[src/rtl/core_flush_seq.sv]
// Pipeline flush/redirect sequencer: stalls fetch, flushes stages until drained
// (or the watchdog fires), then hands the new PC to the PC-select stage.
module core_flush_seq #(
  parameter int XLEN = 32,
  parameter int NSTG = 8,
  parameter int TMO  = 64
) (
  input  logic            clk,
  input  logic            rst,
  input  logic            flush_req,
  input  logic [XLEN-1:0] flush_pc,
  input  logic [NSTG-1:0] stg_idle,
  input  logic            redirect_ready,
  output logic            fetch_stall,
  output logic [NSTG-1:0] stg_flush,
  output logic            redirect_valid,
  output logic [XLEN-1:0] redirect_pc,
  output logic            busy,
  output logic            drain_err,
  output logic [15:0]     flush_cnt,
  output logic [1:0]      dbg_state
);

  typedef enum logic [1:0] {
    S_IDLE  = 2'd0,
    S_HALT  = 2'd1,
    S_FLUSH = 2'd2,
    S_REDIR = 2'd3
  } state_t;

  localparam logic [7:0] TMO_LAST = 8'(TMO - 1);

  state_t          state_q;
  logic [XLEN-1:0] pc_q;
  logic [XLEN-1:0] pend_pc;
  logic            pend_q;
  logic [7:0]      drain_q;
  logic            err_q;
  logic [15:0]     cnt_q;

  // Handshake (redirect_ready while in REDIR): redirect_valid is 1 exactly in
  // REDIR, and redirect_pc only changes after the cycle both are high.
  always_ff @(posedge clk or posedge rst) begin
    if (rst) begin
      state_q <= S_IDLE;
      pc_q    <= '0;
      pend_pc <= '0;
      pend_q  <= 1'b0;
      drain_q <= '0;
      err_q   <= 1'b0;
      cnt_q   <= '0;
    end else begin
      case (state_q)
        S_IDLE: begin
          if (flush_req) begin
            pc_q    <= flush_pc;
            state_q <= S_HALT;
          end
        end
        S_HALT: begin
          if (flush_req) pc_q <= flush_pc;
          drain_q <= '0;
          state_q <= S_FLUSH;
        end
        S_FLUSH: begin
          // A late request retargets and restarts the drain window.
          if (flush_req) begin
            pc_q    <= flush_pc;
            drain_q <= '0;
          end else if (drain_q != 8'd0 && (&stg_idle)) begin
            state_q <= S_REDIR;
          end else if (drain_q == TMO_LAST) begin
            err_q   <= 1'b1;
            state_q <= S_REDIR;
          end else begin
            drain_q <= drain_q + 8'd1;
          end
        end
        S_REDIR: begin
          if (redirect_ready) begin
            cnt_q  <= cnt_q + 16'd1;
            pend_q <= 1'b0;
            if (flush_req) begin
              pc_q    <= flush_pc;
              state_q <= S_HALT;
            end else if (pend_q) begin
              pc_q    <= pend_pc;
              state_q <= S_HALT;
            end else begin
              state_q <= S_IDLE;
            end
          end else if (flush_req) begin
            pend_q  <= 1'b1;
            pend_pc <= flush_pc;
          end
        end
        default: state_q <= S_IDLE;
      endcase
    end
  end

  assign fetch_stall    = (state_q != S_IDLE);
  assign busy           = (state_q != S_IDLE);
  assign stg_flush      = {NSTG{state_q == S_FLUSH}};
  assign redirect_valid = (state_q == S_REDIR);
  assign redirect_pc    = (state_q == S_REDIR) ? pc_q : '0;
  assign drain_err      = err_q;
  assign flush_cnt      = cnt_q;
  assign dbg_state      = state_q;

endmodule

[config.mk]
export PLATFORM = sky130hd
export DESIGN_NAME = core_flush_seq
export DESIGN_NICKNAME = d
export VERILOG_FILES = /design/src/rtl/core_flush_seq.sv
export SDC_FILE = /design/constraint.sdc
export NUM_CORES = 1
export LEC_CHECK = 0
export ABC_CLOCK_PERIOD_IN_PS = 3300
export CORE_ASPECT_RATIO = 2
export CORE_MARGIN = 3
export CORE_UTILIZATION = 60
export CTS_CLUSTER_DIAMETER = 50
export DETAILED_ROUTE_END_ITERATION = 8
export DONT_BUFFER_PORTS = 1
export GPL_TIMING_DRIVEN = 0
export PLACE_DENSITY = 0.87
export SYNTH_ARGS = -nofsm -noshare
export SYNTH_HDL_FRONTEND = slang
export SYNTH_SLANG_ARGS = --single-unit
export TNS_END_PERCENT = 10
[constraint.sdc]
create_clock -name clk -period 3.3 [get_ports clk]
set_input_delay 0.495 -clock clk [delete_from_list [all_inputs] [get_ports clk]]
set_output_delay 0.495 -clock clk [all_outputs]
set_load 0.01 [all_outputs]
# --- Word level (Yosys, flattened, before mapping) ---
# Cells that the tools add are included.
op_classes:
  n_addsub: 2
  eq_ne: 12
  muxes: 20
  bitwise_logic: 3
  reduce_logical: 15
op_table:
  columns: ["operator", "n"]
  rows:
  - ["$mux 32", 5]
  - ["$pmux 32 s2", 1]
  - ["$mux 8", 3]
  - ["$add 16x1->16 const B", 1]
  - ["$pmux 8 s2", 1]
  - ["$mux 2", 5]
  - ["$reduce_and 3->1", 3]
  - ["$add 8x1->8 const B", 1]
  - ["$eq 8x6->1 const B", 1]
  - ["$pmux 2 s4", 1]
  - ["$reduce_and 4->1", 2]
  - ["$reduce_and 8->1", 1]
  - ["$reduce_bool 8->1", 1]
  - ["$ne 2x2->1 const B", 3]
  - ["$ne 3x3->1 const B", 2]
  - ["$reduce_bool 2->1", 3]
  - ["$eq 2x2->1 const B", 2]
  - ["$mux 1", 4]
  - ["$reduce_and 2->1", 2]
  - ["$ne 3x1->1 const B", 1]
  - ["$ne 3x2->1 const B", 1]
  - ["$not 1->1", 3]
  - ["$reduce_or 3->1", 1]
  - ["$eq 2x1->1 const B", 1]
  - ["3 further kinds", 3]
totals:
  ff_bits: 92
  in_bits: 44
  output_inout_bits: 62
  elab_cells: 59

# --- Longest topological paths before layout ---
depth:
  depth_word: 5
  mapped_depth: 7
  ltp_nobuf: 7

# --- Least setup slack after synthesis ---
# No wires, ideal clock.
synth_path:
  path_type: "reg-to-output"
  startpoint: "register state_q[1], in the netlist dbg_state[1]"
  endpoint: "output port redirect_pc[10]"
  arrival_ns: 1.383
  t_required_ns: 2.805
  slack_ns: 1.422
  stages_incl_launch_ff: 5
  n_path_buf: 2
  path_cell_list: "dfrtp_1 > ha_1 > buf_2 > clkbuf_1 > and2_1"
synth_between:
  elab_chain_cells: 2
synth_lines:
  columns: ["item", "line", "rtl"]
  rows:
  - ["from (decl)", "33", "state_t state_q;"]
  - ["from (signal assigned)", "45", "state_q <= S_IDLE;"]
  - ["from (signal assigned)", "57", "state_q <= S_HALT;"]
  - ["from (signal assigned)", "63", "state_q <= S_FLUSH;"]
  - ["$eq 2x2->1", null, null]
  - ["via redirect_valid", "16", "output logic redirect_valid,"]
  - ["$mux 32", "106", "assign redirect_pc = (state_q == S_REDIR) ? pc_q : '0;"]
  - ["to (decl)", "17", "output logic [XLEN-1:0] redirect_pc,"]
# The timed path passes the listed nets, and every way through them passes these cells.

# --- Worst setup path after layout ---
layout_path:
  startpoint: "register state_q[1], in the netlist dbg_state[1]"
  endpoint: "output port redirect_pc[15]"
# The elaborated chain is that of the path after synthesis.

==> out/results.tsv <==
stage	metric	value	unit
outcome	status	complete, no violations	
final_layout	layout_common_cells	dfrtp_1 (92), nand2_1 (47), o21ai_0 (39)	
yosys	ys_seq_area_share	51.60	%
clock_network	hold_buffers	0	
floorplan	dieHeight	128.0	um
global_routing	grt.overflow.total	0	
sta	finalCriticalPeriod	2704	ps
pwr	switchingPower	1.522	mW
routing	routed_wl	9607	um
global_routing	track_usage	24.32	%
sta	tns	0	ps
final_layout	final_core_util	69.29	%
floorplan	core-area	7102	um^2
sta	rsz0062_at_grt	no	
worst_setup_path	critPathKind	reg -> out	
yosys	synth_async_sr_flop_share	100.0	%
sta	setup_viol	0	
global_routing	antenna_found_initial	0	
final_layout	num-fill-cells	544	
worst_setup_path	worst_setup_path_start_kind	flop	
final_layout	drive_gt1_share	18.05	%
yosys	synth-xor-area-share	2.944	%
placement	place_inst	496	
yosys	ys.flop_type	dfrtp_1	
routing	routedWlPerCell	18.80	um
worst_setup_path	critical_path.max_fanout	10	
global_routing	grt_busiest_layer	met2	
worst_setup_path	cp.arrival	2210	ps
worst_setup_path	max_stage_delay	550	ps
global_routing	grtUsageMet2	44.67	%
sta	hold_slack	38.09	ps
clock_network	cts.clk_slew.worst_paths	60	ps
floorplan	start_util	62.83	%
yosys	netlist_area	4462	um^2
final_layout	fin_area	4921	um^2
clock_network	post_cts_buffers	0	
clock_network	cts_tree	done	
yosys	synthSimpleGateAreaFrac	14.78	%
sta	hold_viol_final	0	
routing	drt_pass1_iterations	4	
sta	max_freq	0.3699	GHz
yosys	synth_mux_area_share	15.76	%
routing	vias	3054	
routing	vias_per_cell	5.977	
placement	gp_congestion	0.8564	
pwr	p_leak	2.396	nW
yosys	netlist_instances	405	
yosys	syn_avg_cell_area	11.02	um^2
final_layout	nets	467	
clock_network	cts_buffer_depth	2	
final_layout	final_cells	511	
yosys	synth_compound_area_share	9.114	%
worst_setup_path	slowest_stage	dfrtp_1	
run	cap_violations	0	
yosys	synth.distinct_cells	45	
yosys	synthAdderAreaFrac	1.683	%
worst_hold_path	worst_hold_path_type	in -> async	
clock_network	cts-buffers-inserted	9	
clock_network	htreeDepth	3	
sta	final-max-slew-violation-count	0	
routing	route.detailed.drc	0	
global_routing	grt_pass1_vias	3222	
pwr	internal_power	2.870	mW
pwr	seq_power_share	42.2	%
placement	dp_slack	951.7	ps
worst_setup_path	crit_path_end_kind	output pin	
sta	skew	7.138	ps
clock_network	clock_latency	340	ps
pwr	power_density	892.5	nW/um^2
final_layout	syn2layout_area_growth	10.29	%
pwr	pwr-share-clk	24.9	%
yosys	ys_ff_latch	92	
routing	drt_iter0_drc	357	
pwr	power.total	4.392	mW
worst_setup_path	required	2800	ps
final_layout	num_antenna_cells	0	
clock_network	root_buffer	clkbuf_16	
pwr	p_sw_share	34.66	%
floorplan	num_rows	43	
global_routing	grt_pass1_wl	15500	um
yosys	yosys_warnings	0	
sta	fin_ws	596.5	ps
sta	tightest_slew	704.0	ps
global_routing	grt_max_degree	57	
final_layout	regArea	2302	um^2
floorplan	pin_count	106	
floorplan	die_area	8569	um^2
clock_network	cts_resized	0	
yosys	synth_top_family_by_area	multiplexers	
sta	fin_crit_sh	81.92	%
pwr	p_comb_share	32.9	%
placement	port_buffers	0	
yosys	syn_nets	455	
final_layout	multiInputGateArea	1976	um^2
placement	dp.final_hpwl	7184	um
yosys	synth_edf_count	0	
global_routing	grt_use_met1	23.85	%
sta	relSlewSlack	52.57	%
pwr	peakVddDrop	0.4857	mV
global_routing	met3_usage	7.456	%
routing	drtAntennaViolNets	0	
clock_network	cts.sinks	92	
placement	placed_area	4604	um^2
final_layout	layout_commonest_cell	dfrtp_1	
floorplan	die_w	66.98	um
worst_setup_path	path_cells	ha_1 > buf_2 > clkbuf_1 > and2_1	
[flip-flops by register name, indices dropped and copies added, names as in the netlist]
signal and cells:
pc_q 32, pend_q 1, flush_cnt 16, dbg_state 2, pend_pc 32, drain_err 1, drain_q 8
[critical path, delay by kind of cell, from the launching register on]
kind,cells,cell delay [ps]
adders and majority gates,1,420
DFF,1,550
buffers and inverters,2,610
and+or+nand+nor,1,270
[worst paths after layout]
path | start | endpoint | slack [ps] | depth (start not counted)
max reg2reg | dbg_state[1] | pc_q[16] | 940 | 7
max | dbg_state[1] | redirect_pc[15] | 600 | 4
min reg2reg | pc_q[6] | pc_q[6] | 470 | 2
min in group clk | flush_pc[20] | pend_pc[20] | 300 | 1
max in group asynchronous | rst | pc_q[8] | 2630 | 2
min | rst | pc_q[23] | 40 | 1
[synthesized netlist by cell type (all sizes together), types with 8 or more instances]
library cell | instances | share of area [%]
clkbuf | 10 | 0.84
and2 | 34 | 4.8
o21ai | 41 | 4.6
dfrtp | 92 | 52
nand2 | 47 | 4.0
buf | 18 | 2.6
inv | 8 | 0.67
nor2 | 10 | 0.84
xnor2 | 11 | 2.2
mux2i | 32 | 7.2
mux2 | 34 | 8.6
nand3 | 14 | 1.9
[cells by family (layout without fill, tap and decap cells)]
| group | after synthesis | count (layout) |
|---|---|---|
| and+or+nand+nor | 125 | 125 |
| DFF | 92 | 92 |
| muxes | 66 | 66 |
| AOI/OAI and AO/OA | 65 | 65 |
| buffers and inverters | 36 | 52 |
| xor gates and xnor gates | 15 | 15 |
| adders and majority gates | 6 | 6 |
[final cells by class]
class	count	area share (%)
Clock buffer	11	4.933
Timing Repair Buffer	1	0.5594
Sequential cell	92	46.78
Buffer	28	3.127
Multi-Input combinational cell	277	40.15
Inverter	8	0.6611
Clock inverter	4	1.500
Tap cell	90	2.288
[routing by layer]
metal	routed length, um	up-vias
met5	0	-
met4	272	0
met3	676	19
met2	5377	106
met1	3282	1509
li1	-	1420
[power groups by stage]
stage	sequential, mW	clock (mW)	combinational (mW)
2_1_floorplan	1.79	0	1.17
3_3_place_gp	1.84	0	1.36
3_5_place_dp	1.87	0	1.45
4_1_cts	1.85	1.12	1.46
5_1_grt	1.91	1.16	1.61
6_report	1.85	1.09	1.45
Note: power is estimated with default switching activity, not from simulation.
